### src/rtl/poly_pkg.sv
// Shared polynomial-unit definitions: mode encodings, sizing and the
// NTT butterfly address/twiddle helper used by the sequencer.
package poly_pkg;

  localparam int unsigned LOGN  = 8;
  localparam int unsigned NCOEF = 1 << LOGN;

  localparam logic [1:0] M_DATAIN = 2'd0;
  localparam logic [1:0] M_NTT    = 2'd1;
  localparam logic [1:0] M_INTT   = 2'd2;
  localparam logic [1:0] M_BYPASS = 2'd3;

  typedef enum logic [1:0] {StIdle, StIssue, StDrain, StFinish} gen_state_e;

  typedef struct packed {
    logic [LOGN-1:0] a;
    logic [LOGN-1:0] b;
    logic [6:0]      tw;
  } bfly_addr_t;

  // Insert a zero at bit s of the butterfly index to get the lower operand.
  function automatic bfly_addr_t bfly_addr(input logic intt, input logic [2:0] layer,
                                           input logic [6:0] bfly);
    logic [2:0]      s;
    logic [LOGN-1:0] len;
    logic [LOGN-1:0] bx;
    logic [LOGN-1:0] grp;
    bfly_addr_t      r;
    s    = intt ? (layer + 3'd1) : (3'd7 - layer);
    len  = 8'd1 << s;
    bx   = {1'b0, bfly};
    grp  = bx >> s;
    r.a  = ((grp << 1) << s) | (bx & (len - 8'd1));
    r.b  = r.a | len;
    r.tw = intt ? 7'((8'd128 >> layer) - 8'd1 - grp) : 7'((8'd1 << layer) + grp);
    return r;
  endfunction

endpackage

### src/rtl/ntt_addr_gen_if.sv
// Control and address bus between the NTT sequencer and its controller.
interface ntt_addr_gen_if import poly_pkg::*; ();

  logic            start;
  logic [1:0]      mode;
  logic            stall;
  logic            rd_valid;
  logic [LOGN-1:0] rd_addr_a;
  logic [LOGN-1:0] rd_addr_b;
  logic [6:0]      tw_idx;
  logic            wr_valid;
  logic [LOGN-1:0] wr_addr_a;
  logic [LOGN-1:0] wr_addr_b;
  logic [2:0]      layer;
  logic            busy;
  logic            done;

  modport master (
    output start, mode, stall,
    input  rd_valid, rd_addr_a, rd_addr_b, tw_idx, wr_valid, wr_addr_a, wr_addr_b,
           layer, busy, done
  );

  modport slave (
    input  start, mode, stall,
    output rd_valid, rd_addr_a, rd_addr_b, tw_idx, wr_valid, wr_addr_a, wr_addr_b,
           layer, busy, done
  );

endinterface

### src/rtl/ntt_wb_delay.sv
// Stall-aware shift register aligning write-back addresses with the
// butterfly datapath latency.
module ntt_wb_delay #(
  parameter int unsigned LAT   = 4,
  parameter int unsigned Width = 17
) (
  input  logic             clk,
  input  logic             rst,
  input  logic             en_i,
  input  logic [Width-1:0] d_i,
  output logic [Width-1:0] q_o
);

  logic [Width-1:0] pipe_q [LAT];

  always_ff @(posedge clk) begin
    if (rst) begin
      for (int i = 0; i < LAT; i++) pipe_q[i] <= '0;
    end else if (en_i) begin
      pipe_q[0] <= d_i;
      for (int i = 1; i < LAT; i++) pipe_q[i] <= pipe_q[i-1];
    end
  end

  assign q_o = pipe_q[LAT-1];

endmodule

### src/rtl/ntt_addr_gen.sv
// Kyber NTT/INTT butterfly sequencer: issues read pairs and twiddle indices
// one butterfly per cycle and replays write-back pairs after LAT cycles.
module ntt_addr_gen import poly_pkg::*; #(
  parameter int unsigned LAT = 4
) (
  input logic           clk,
  input logic           rst,
  ntt_addr_gen_if.slave ag
);

  gen_state_e state_q, state_d;
  logic [6:0] bfly_q, bfly_d;
  logic [2:0] layer_q, layer_d;
  logic       intt_q, intt_d;
  logic [3:0] drain_q, drain_d;
  bfly_addr_t rd_q, rd_d;
  logic       run;
  logic       rd_valid;
  logic [2*LOGN:0] wb_q;

  assign run = ~ag.stall;

  always_comb begin
    state_d = state_q;
    bfly_d  = bfly_q;
    layer_d = layer_q;
    intt_d  = intt_q;
    drain_d = drain_q;
    unique case (state_q)
      StIdle: begin
        if (ag.start && (ag.mode == M_NTT || ag.mode == M_INTT)) begin
          state_d = StIssue;
          intt_d  = (ag.mode == M_INTT);
          bfly_d  = 7'd0;
          layer_d = 3'd0;
        end
      end
      StIssue: begin
        if (bfly_q == 7'd127) begin
          state_d = StDrain;
          drain_d = 4'd0;
        end else begin
          bfly_d = bfly_q + 7'd1;
        end
      end
      StDrain: begin
        if (drain_q == 4'(LAT - 1)) begin
          if (layer_q == 3'd6) begin
            state_d = StFinish;
          end else begin
            state_d = StIssue;
            layer_d = layer_q + 3'd1;
            bfly_d  = 7'd0;
          end
        end else begin
          drain_d = drain_q + 4'd1;
        end
      end
      StFinish: state_d = StIdle;
      default:  state_d = StIdle;
    endcase
    rd_d = bfly_addr(intt_d, layer_d, bfly_d);
  end

  always_ff @(posedge clk) begin
    if (rst) begin
      state_q <= StIdle;
      bfly_q  <= '0;
      layer_q <= '0;
      intt_q  <= 1'b0;
      drain_q <= '0;
      rd_q    <= '0;
    end else if (run) begin
      state_q <= state_d;
      bfly_q  <= bfly_d;
      layer_q <= layer_d;
      intt_q  <= intt_d;
      drain_q <= drain_d;
      // Addresses only move when the next cycle issues, so they hold elsewhere.
      if (state_d == StIssue) rd_q <= rd_d;
    end
  end

  assign rd_valid = (state_q == StIssue) && run;

  ntt_wb_delay #(
    .LAT   (LAT),
    .Width (2 * LOGN + 1)
  ) u_wb_delay (
    .clk  (clk),
    .rst  (rst),
    .en_i (run),
    .d_i  ({rd_valid, rd_q.a, rd_q.b}),
    .q_o  (wb_q)
  );

  assign ag.rd_valid  = rd_valid;
  assign ag.rd_addr_a = rd_q.a;
  assign ag.rd_addr_b = rd_q.b;
  assign ag.tw_idx    = rd_q.tw;
  assign ag.wr_valid  = wb_q[2*LOGN] && run;
  assign ag.wr_addr_a = wb_q[2*LOGN-1:LOGN];
  assign ag.wr_addr_b = wb_q[LOGN-1:0];
  assign ag.layer     = layer_q;
  assign ag.busy      = (state_q == StIssue) || (state_q == StDrain);
  assign ag.done      = (state_q == StFinish) && run;

endmodule
### src/flat_wrapper.sv
// flat-port wrapper written by rule: the top's interface ports become plain ports
module ntt_addr_gen_flat import poly_pkg::*;
#(
  parameter int unsigned LAT = 4
)
  (clk, rst, ag_start, ag_mode, ag_stall, ag_rd_valid, ag_rd_addr_a, ag_rd_addr_b, ag_tw_idx, ag_wr_valid, ag_wr_addr_a, ag_wr_addr_b, ag_layer, ag_busy, ag_done);
  ntt_addr_gen_if ag_i ();
  input logic clk;
  input logic rst;
  input wire logic [$bits(ag_i.start)-1:0] ag_start;
  input wire logic [$bits(ag_i.mode)-1:0] ag_mode;
  input wire logic [$bits(ag_i.stall)-1:0] ag_stall;
  output wire logic [$bits(ag_i.rd_valid)-1:0] ag_rd_valid;
  output wire logic [$bits(ag_i.rd_addr_a)-1:0] ag_rd_addr_a;
  output wire logic [$bits(ag_i.rd_addr_b)-1:0] ag_rd_addr_b;
  output wire logic [$bits(ag_i.tw_idx)-1:0] ag_tw_idx;
  output wire logic [$bits(ag_i.wr_valid)-1:0] ag_wr_valid;
  output wire logic [$bits(ag_i.wr_addr_a)-1:0] ag_wr_addr_a;
  output wire logic [$bits(ag_i.wr_addr_b)-1:0] ag_wr_addr_b;
  output wire logic [$bits(ag_i.layer)-1:0] ag_layer;
  output wire logic [$bits(ag_i.busy)-1:0] ag_busy;
  output wire logic [$bits(ag_i.done)-1:0] ag_done;
  assign ag_i.start = ag_start;
  assign ag_i.mode = ag_mode;
  assign ag_i.stall = ag_stall;
  assign ag_rd_valid = ag_i.rd_valid;
  assign ag_rd_addr_a = ag_i.rd_addr_a;
  assign ag_rd_addr_b = ag_i.rd_addr_b;
  assign ag_tw_idx = ag_i.tw_idx;
  assign ag_wr_valid = ag_i.wr_valid;
  assign ag_wr_addr_a = ag_i.wr_addr_a;
  assign ag_wr_addr_b = ag_i.wr_addr_b;
  assign ag_layer = ag_i.layer;
  assign ag_busy = ag_i.busy;
  assign ag_done = ag_i.done;
  ntt_addr_gen #(.LAT(LAT)) u_core (.clk(clk), .rst(rst), .ag(ag_i));
endmodule
### config.mk
export PLATFORM = sky130hd
export DESIGN_NAME = ntt_addr_gen_flat
export DESIGN_NICKNAME = d
export VERILOG_FILES = /design/src/rtl/poly_pkg.sv /design/src/rtl/ntt_addr_gen_if.sv /design/src/rtl/ntt_wb_delay.sv /design/src/rtl/ntt_addr_gen.sv /design/src/flat_wrapper.sv
export SDC_FILE = /design/constraint.sdc
export NUM_CORES = 1
export LEC_CHECK = 0
export CORE_ASPECT_RATIO = 0.9
export CORE_UTILIZATION = 27
export CTS_CLUSTER_DIAMETER = 150
export DETAILED_ROUTE_END_ITERATION = 8
export PLACE_DENSITY = 0.51
export SLEW_MARGIN = 20
export SYNTH_ARGS = -nofsm -noshare
export SYNTH_HDL_FRONTEND = slang
export SYNTH_SLANG_ARGS = --single-unit
export TNS_END_PERCENT = 20
### constraint.sdc
create_clock -name clk -period 7.4 [get_ports clk]
set_input_delay 1.85 -clock clk [delete_from_list [all_inputs] [get_ports clk]]
set_output_delay 1.85 -clock clk [all_outputs]
set_load 0.03 [all_outputs]
* Word-level counts from Yosys, hierarchy flattened
Memory sizes are Yosys's and may differ from the RTL's.
Index checks and enable logic that the tools add are counted.
** Storage, ports and cells
- Input bits :: 6
- Register bits after elaboration :: 40
- RAM bits :: 68
- Output and inout bits :: 46
- Memories :: 1
- Logic and storage cells :: 82
** Memory list
- u_core.u_wb_delay.pipe_q :: depth 4, width 17, read ports 4, clocked after Yosys merged registers in 0, write ports 4, RTL line ntt_wb_delay.sv:14 : logic [Width-1:0] pipe_q [LAT];
** Cells by class
- Reductions and logical operators :: 10
- $add $sub $neg :: 9
- Equal/unequal tests :: 11
- Shift-type cells :: 5
- Mux-type cells :: 30
- Bitwise logic cells :: 8
** Operator list (count)
- 2-to-1 mux 17 bit :: 4
- 2-to-1 mux 7 bit :: 5
- case mux 7 bit (3 select lines) :: 1
- bitwise OR 8 bit :: 2
- 2-to-1 mux 3 bit :: 4
- AND 7 x 8 -> 8 bit :: 1
- 2-to-1 mux 2 bit :: 4
- 2-to-1 mux 4 bit :: 2
- case mux 2 bit (4 select lines) :: 1
- case mux 4 bit (2 select lines) :: 1
- << shifter 1 x 3 -> 8 bit (first input constant) :: 1
- << shifter 8 x 3 -> 8 bit :: 1
- >> shifter 8 x 3 -> 7 bit (first input constant) :: 1
- subtractor 8 x 1 -> 8 bit (second input constant) :: 1
- adder 7 x 1 -> 7 bit (second input constant) :: 1
- adder 7 bit :: 1
- equality test 7 bit (second input constant) :: 1
- 2-to-1 mux 1 bit :: 7
- << shifter 1 x 3 -> 7 bit (first input constant) :: 1
- >> shifter 7 x 3 -> 7 bit :: 1
- subtractor 7 x 1 -> 7 bit (second input constant) :: 1
- subtractor 7 bit :: 1
- adder 3 x 1 -> 3 bit (second input constant) :: 2
- equality test 2 x 1 -> 1 bit (second input constant) :: 3
- 16 further kinds :: 25

* Depth between registers and ports, before layout
- Word-level depth :: 12
- Mapped depth :: 24
- Depth with buffers taken out :: 22

* Hierarchy
From an unflattened synthesis, not the netlist that was laid out.
** Unflattened totals
- Cell total of the unflattened synthesis :: 565
- Area total of the unflattened synthesis :: 6003.3 um^2
** By module, submodules not included
- ntt_addr_gen :: sequential area each 800.8 um^2, instances 1, cells an instance 414, area each 3250.6 um^2
- ntt_wb_delay :: sequential area each 2042.0 um^2, instances 1, cells an instance 151, area each 2752.6 um^2

* Least setup slack after synthesis
OpenSTA, ideal clock, no wires.
- Path kind :: input -> register
- Start point :: in ag_mode[0]
- End point :: reg u_core.rd_q, in the netlist u_core.ag.tw_idx[6]
- Stages :: 24
- Data arrival time :: 5930 ps
- Required time :: 7314 ps
- Buffers on the path :: 3
- Slack :: 1384 ps
- Library setup time :: 86 ps
- Cells stage by stage :: inv_1 > ha_1 > and3b_1 > buf_2 > nor2_2 > a22oi_4 > inv_2 > ha_1 > ha_1 > nor2_1 > a21o_1 > buf_6 > buf_2 > mux2_2 > ha_1 > inv_1 > fa_1 > nor2b_1 > o31ai_1 > a2111o_1 > a21oi_1 > nor3_1 > xnor2_1 > a211oi_1
** Between the ends
- Word-level cells in the longest chain between the ends :: 10
- Elaborated cells on any way between the ends :: 24
- Classes of those cells :: 5 x add/sub; 3 x eq/ne; 3 x shift; 10 x mux; 3 x reduce/logical
** Ends and longest elaborated chain
- from (decl) :: RTL line flat_wrapper.sv:11 : input wire logic [$bits(ag_i.mode)-1:0] ag_mode;
- equality test 2 x 1 -> 1 bit / equality test 2 bit (equally long branches) :: RTL line ntt_addr_gen.sv:31 : if (ag.start && (ag.mode == M_NTT || ag.mode == M_INTT)) begin
- logical OR 1 bit * :: RTL line ntt_addr_gen.sv:31
- logical AND 1 bit * :: RTL line ntt_addr_gen.sv:31
- 2-to-1 mux 3 bit * :: RTL line ntt_addr_gen.sv:31
- case mux 3 bit (2 select lines) * :: RTL line ntt_addr_gen.sv:29 : unique case (state_q)
- via u_core.layer_d[1] :: RTL line ntt_addr_gen.sv:13 : logic [2:0] layer_q, layer_d;
- branches (longest 4 deep; another with subtractor 7 x 1 -> 7 bit)
- 2-to-1 mux 7 bit * :: RTL line poly_pkg.sv:35 : r.tw = intt ? 7'((8'd128 >> layer) - 8'd1 - grp) : 7'((8'd1 << layer) + grp);
- to (signal assigned) :: RTL line ntt_addr_gen.sv:80 : if (state_d == StIssue) rd_q <= rd_d;
- to (decl) :: RTL line ntt_addr_gen.sv:16 : bfly_addr_t rd_q, rd_d;
Mark *: on every way through the listed nets, which the timed path passes.
A chain may end at the register's enable or synchronous reset.

* Worst setup path after layout
Same ends and word-level chain as after synthesis.

==> run_results.csv <==
group,metric,value,unit
synthesis,syn_avg_cell_area,10.4,µm²
floorplan,die_h,142,µm
floorplan,die_w,157,µm
placed_design,place_hpwl,9.10,mm
clock_network,htree_levels,3,
finish,areaGrowthSynthToFinish,17.1,%
drt,viasPerCell,4.72,
clock_network,cts_tree,"yes",
setup_path,worst-path-buf-inv,4,
timing,post-route-min-period,6.66,ns
power,ir_drop,0.000102,V
drt,wirelength,13.0,mm
floorplan,core-area,0.0211,mm²
setup_path,path_class,"in2reg",
drt,ant_nets,0,
power,total_leakage_power,2.57,nW
synthesis,synth_edf_count,68,
finish,drive_gt1_share,9.24,%
grt,grt_max_degree,69,
timing,finalCritPeriodShare,90.0,%
finish,nets,626,
timing,drv_slew,0,
synthesis,yosys_warnings,0,
clock_network,clockRootBuffer,"clkbuf_16",
synthesis,synth_seq_cells,108,
synthesis,synthTopCellsByCount,"75 x and2_1, 68 x edfxtp_1, 53 x nor2_1, 40 x dfxtp_1, 39 x nand2_1",
synthesis,synth.top_cells.by_area,"edfxtp_1 35%, dfxtp_1 14%, and2_1 8.0%",
grt,grt_pass1_wl,20.9,mm
drt,vias,4154,
setup_path,startpoint_type,"primary input",
clock_network,cts_buffers,9,
floorplan,start_util,27.8,%
setup_path,critical_path.max_fanout,14,
grt,grtUsageTotal,12.1,%
drt,wl_per_cell,14.8,µm
run_status,outcome,"completed",
floorplan,std_cell_rows,50,
grt,grt_pass1_vias,3857,
clock_network,clock-sinks,108,
placed_design,io_buffers,51,
drt,drtIter0Drc,247,
timing,setup_violations,0,
setup_path,path_delay_family,"compound AO/OA/AOI/OAI gates",
placed_design,place_congestion,0.811,
setup_path,end_kind,"flip-flop",
synthesis,synthArstFlopShare,0,%
worst_hold_path,hp-class,"reg2reg",
timing,finalHoldViolations,0,
setup_path,worst_ep_required_time,7.67,ns
synthesis,ys_types,71,
synthesis,syn_area,0.00587,mm²
clock_network,holdBufCountCts,0,
timing,worst_pin_slew,0.844,ns
finish,fillers,2179,
timing,rsz0062_at_grt,"false",
synthesis,synth_ff_type,"edfxtp_1",
finish,diodes,0,
timing,clock.fmax,150,MHz
timing,clock_skew,0.0120,ns
synthesis,synth_top_area_share,34.8,%
clock_network,clk_pin_slew,0.08,ns
run,drv_cap,0,
setup_path,arrival,6.93,ns
clock_network,clk_path_buf_depth,2,
clock_network,clk_latency,0.36,ns
synthesis,syn_inst,566,
grt,gr-total-overflow,0,
setup_path,crit_top_cell,"ha_1",
clock_network,cts_resized,0,
power,p_per_area,194,mW/mm²
drt,first_pass_iters,4,
drt,drc,0,
synthesis,syn_nets,602,
setup_path,slowest_delay,0.45,ns
grt,antenna_found_initial,0,
finish,final_core_util,32.6,%
setup_path,cp_cell_sequence,"clkdlybuf4s50_1 -> inv_1 -> ha_1 -> nand3b_1 -> o21ai_0 -> a31o_2 -> inv_2 -> ha_1 -> ha_1 -> nor2_1 -> a21o_1 -> buf_4 -> nor3_2 -> a21oi_1 -> o21ai_0 -> ha_1 -> nor2b_1 -> o31ai_1 -> a2111o_1 -> a21oi_1 -> nor3_1 -> xnor2_1 -> a211oi_1",
setup_path,critical_path.slowest_cell,"clkdlybuf4s50_1",
clock_network,post-cts-setup-buffers,0,
floorplan,dieArea,0.0223,mm²
timing,fin_setup_tns,0,ns
floorplan,io-pin-count,52,
synthesis,synth_most_common_cell,"and2_1",
synthesis,ys_seq_area_share,48.4,%
timing,max_slew_margin,43.6,%
synthesis,synth_top_cell_by_area,"edfxtp_1",
sequential cells by signal (all words and copies together) (netlist names):
register,count
u_core.drain_q,4
u_core.intt_q,1
u_core.ag.layer,3
u_core.ag.rd_addr_a,8
u_core.ag.rd_addr_b,8
u_core.ag.tw_idx,7
u_core.state_q,2
u_core.u_wb_delay.pipe_q,68
u_core.bfly_q,7
cells by family (layout without fill, tap and decap cells):
| kind of cell | count (synthesis) | in the layout | synth area share, % |
|---|---|---|---|
| adders and majority gates | 30 | 30 | 6.65 |
| DFF | 108 | 108 | 48.4 |
| xor gates and xnor gates | 7 | 7 | 1.04 |
| AOI/OAI and AO/OA | 127 | 127 | 15.8 |
| buffers and inverters | 64 | 93 | 5.78 |
| and+or+nand+nor | 213 | 213 | 19.2 |
| muxes | 17 | 17 | 3.11 |
through the flow:
step	instance area, µm²	std cells	power (mW)	hold WS (ns)	setup WS, ns
global placement	6530	864	0.851	0.454	0.540
global route	6880	881	1.39	0.501	0.370
floorplan	5870	566	0.804	0.476	1.38
CTS	6840	880	1.35	0.463	0.777
detailed placement	6530	864	0.852	0.450	0.414
finish	6880	881	1.33	0.462	0.737
cell type report:
class / instances / area [µm²] / area share (%)
multi-input cells: 394 / 2700 / 39.3
clock inverters: 7 / 86.3 / 1.26
well taps: 286 / 358 / 5.20
flip-flops and latches: 108 / 2840 / 41.3
clock buffers: 9 / 225 / 3.28
inverters: 18 / 70.1 / 1.02
repair buffers: 59 / 591 / 8.59
path summary, 6_finish.rpt:
| check | startpoint | to | slack, ns | cells past startpoint |
|---|---|---|---|---|
| worst min-delay path | u_core.ag.tw_idx[2] | u_core.ag.tw_idx[2] | 0.46 | 2 |
| worst min register to register | u_core.ag.tw_idx[2] | u_core.ag.tw_idx[2] | 0.46 | 2 |
| worst max register to register | u_core.drain_q[0] | u_core.ag.tw_idx[6] | 1.93 | 21 |
| worst max-delay path | ag_mode[0] | u_core.ag.tw_idx[6] | 0.74 | 23 |
routing by layer:
| metal | share of wire [%] | global-route usage, % | vias to the layer above |
|---|---|---|---|
| met3 | 3.1 | 2.63 | 12 |
| met5 | 0 | 0 | - |
| met2 | 46 | 19.3 | 71 |
| li1 | - | - | 2063 |
| met1 | 50 | 16.5 | 2008 |
| met4 | 1.1 | 3.37 | 0 |
layout by cell type, fill, tap and decap left out, types with 3 or more instances in the layout:
cell type / Yosys / layout
a311oi_1: 8 / 8
nand3_1: 13 / 13
a21o_1: 5 / 5
clkdlybuf4s50_1: 0 / 51
o211ai_1: 5 / 5
inv_1: 15 / 14
inv_2: 2 / 3
mux2_2: 7 / 7
o22ai_1: 3 / 3
o21a_1: 3 / 3
nand2_1: 39 / 39
buf_4: 18 / 7
nor2b_1: 10 / 10
ha_1: 28 / 28
edfxtp_1: 68 / 68
a31oi_1: 8 / 8
mux2i_1: 9 / 9
a221o_1: 3 / 3
clkinv_8: 0 / 3
and2_1: 75 / 75
clkbuf_16: 0 / 9
nor3_1: 6 / 6
xnor2_1: 6 / 6
dfxtp_1: 40 / 40
o21ai_0: 17 / 17
nor2_1: 53 / 52
a211oi_1: 9 / 9
a21oi_1: 35 / 35
power by group:
| group | total, mW | internal [mW] | switching, mW |
|---|---|---|---|
| clock network | 0.495 | 0.243 | 0.252 |
| logic | 0.157 | 0.0572 | 0.0996 |
| registers | 0.682 | 0.670 | 0.0116 |
tightest hold or removal path: cells and delay by family (launching register included):
family,cells,cell delay [ns]
AND/OR/NAND/NOR,1,0.05
flip-flops,1,0.32
AO/OA/AOI/OAI,1,0.05
Note: power is estimated with default switching activity, not from simulation.
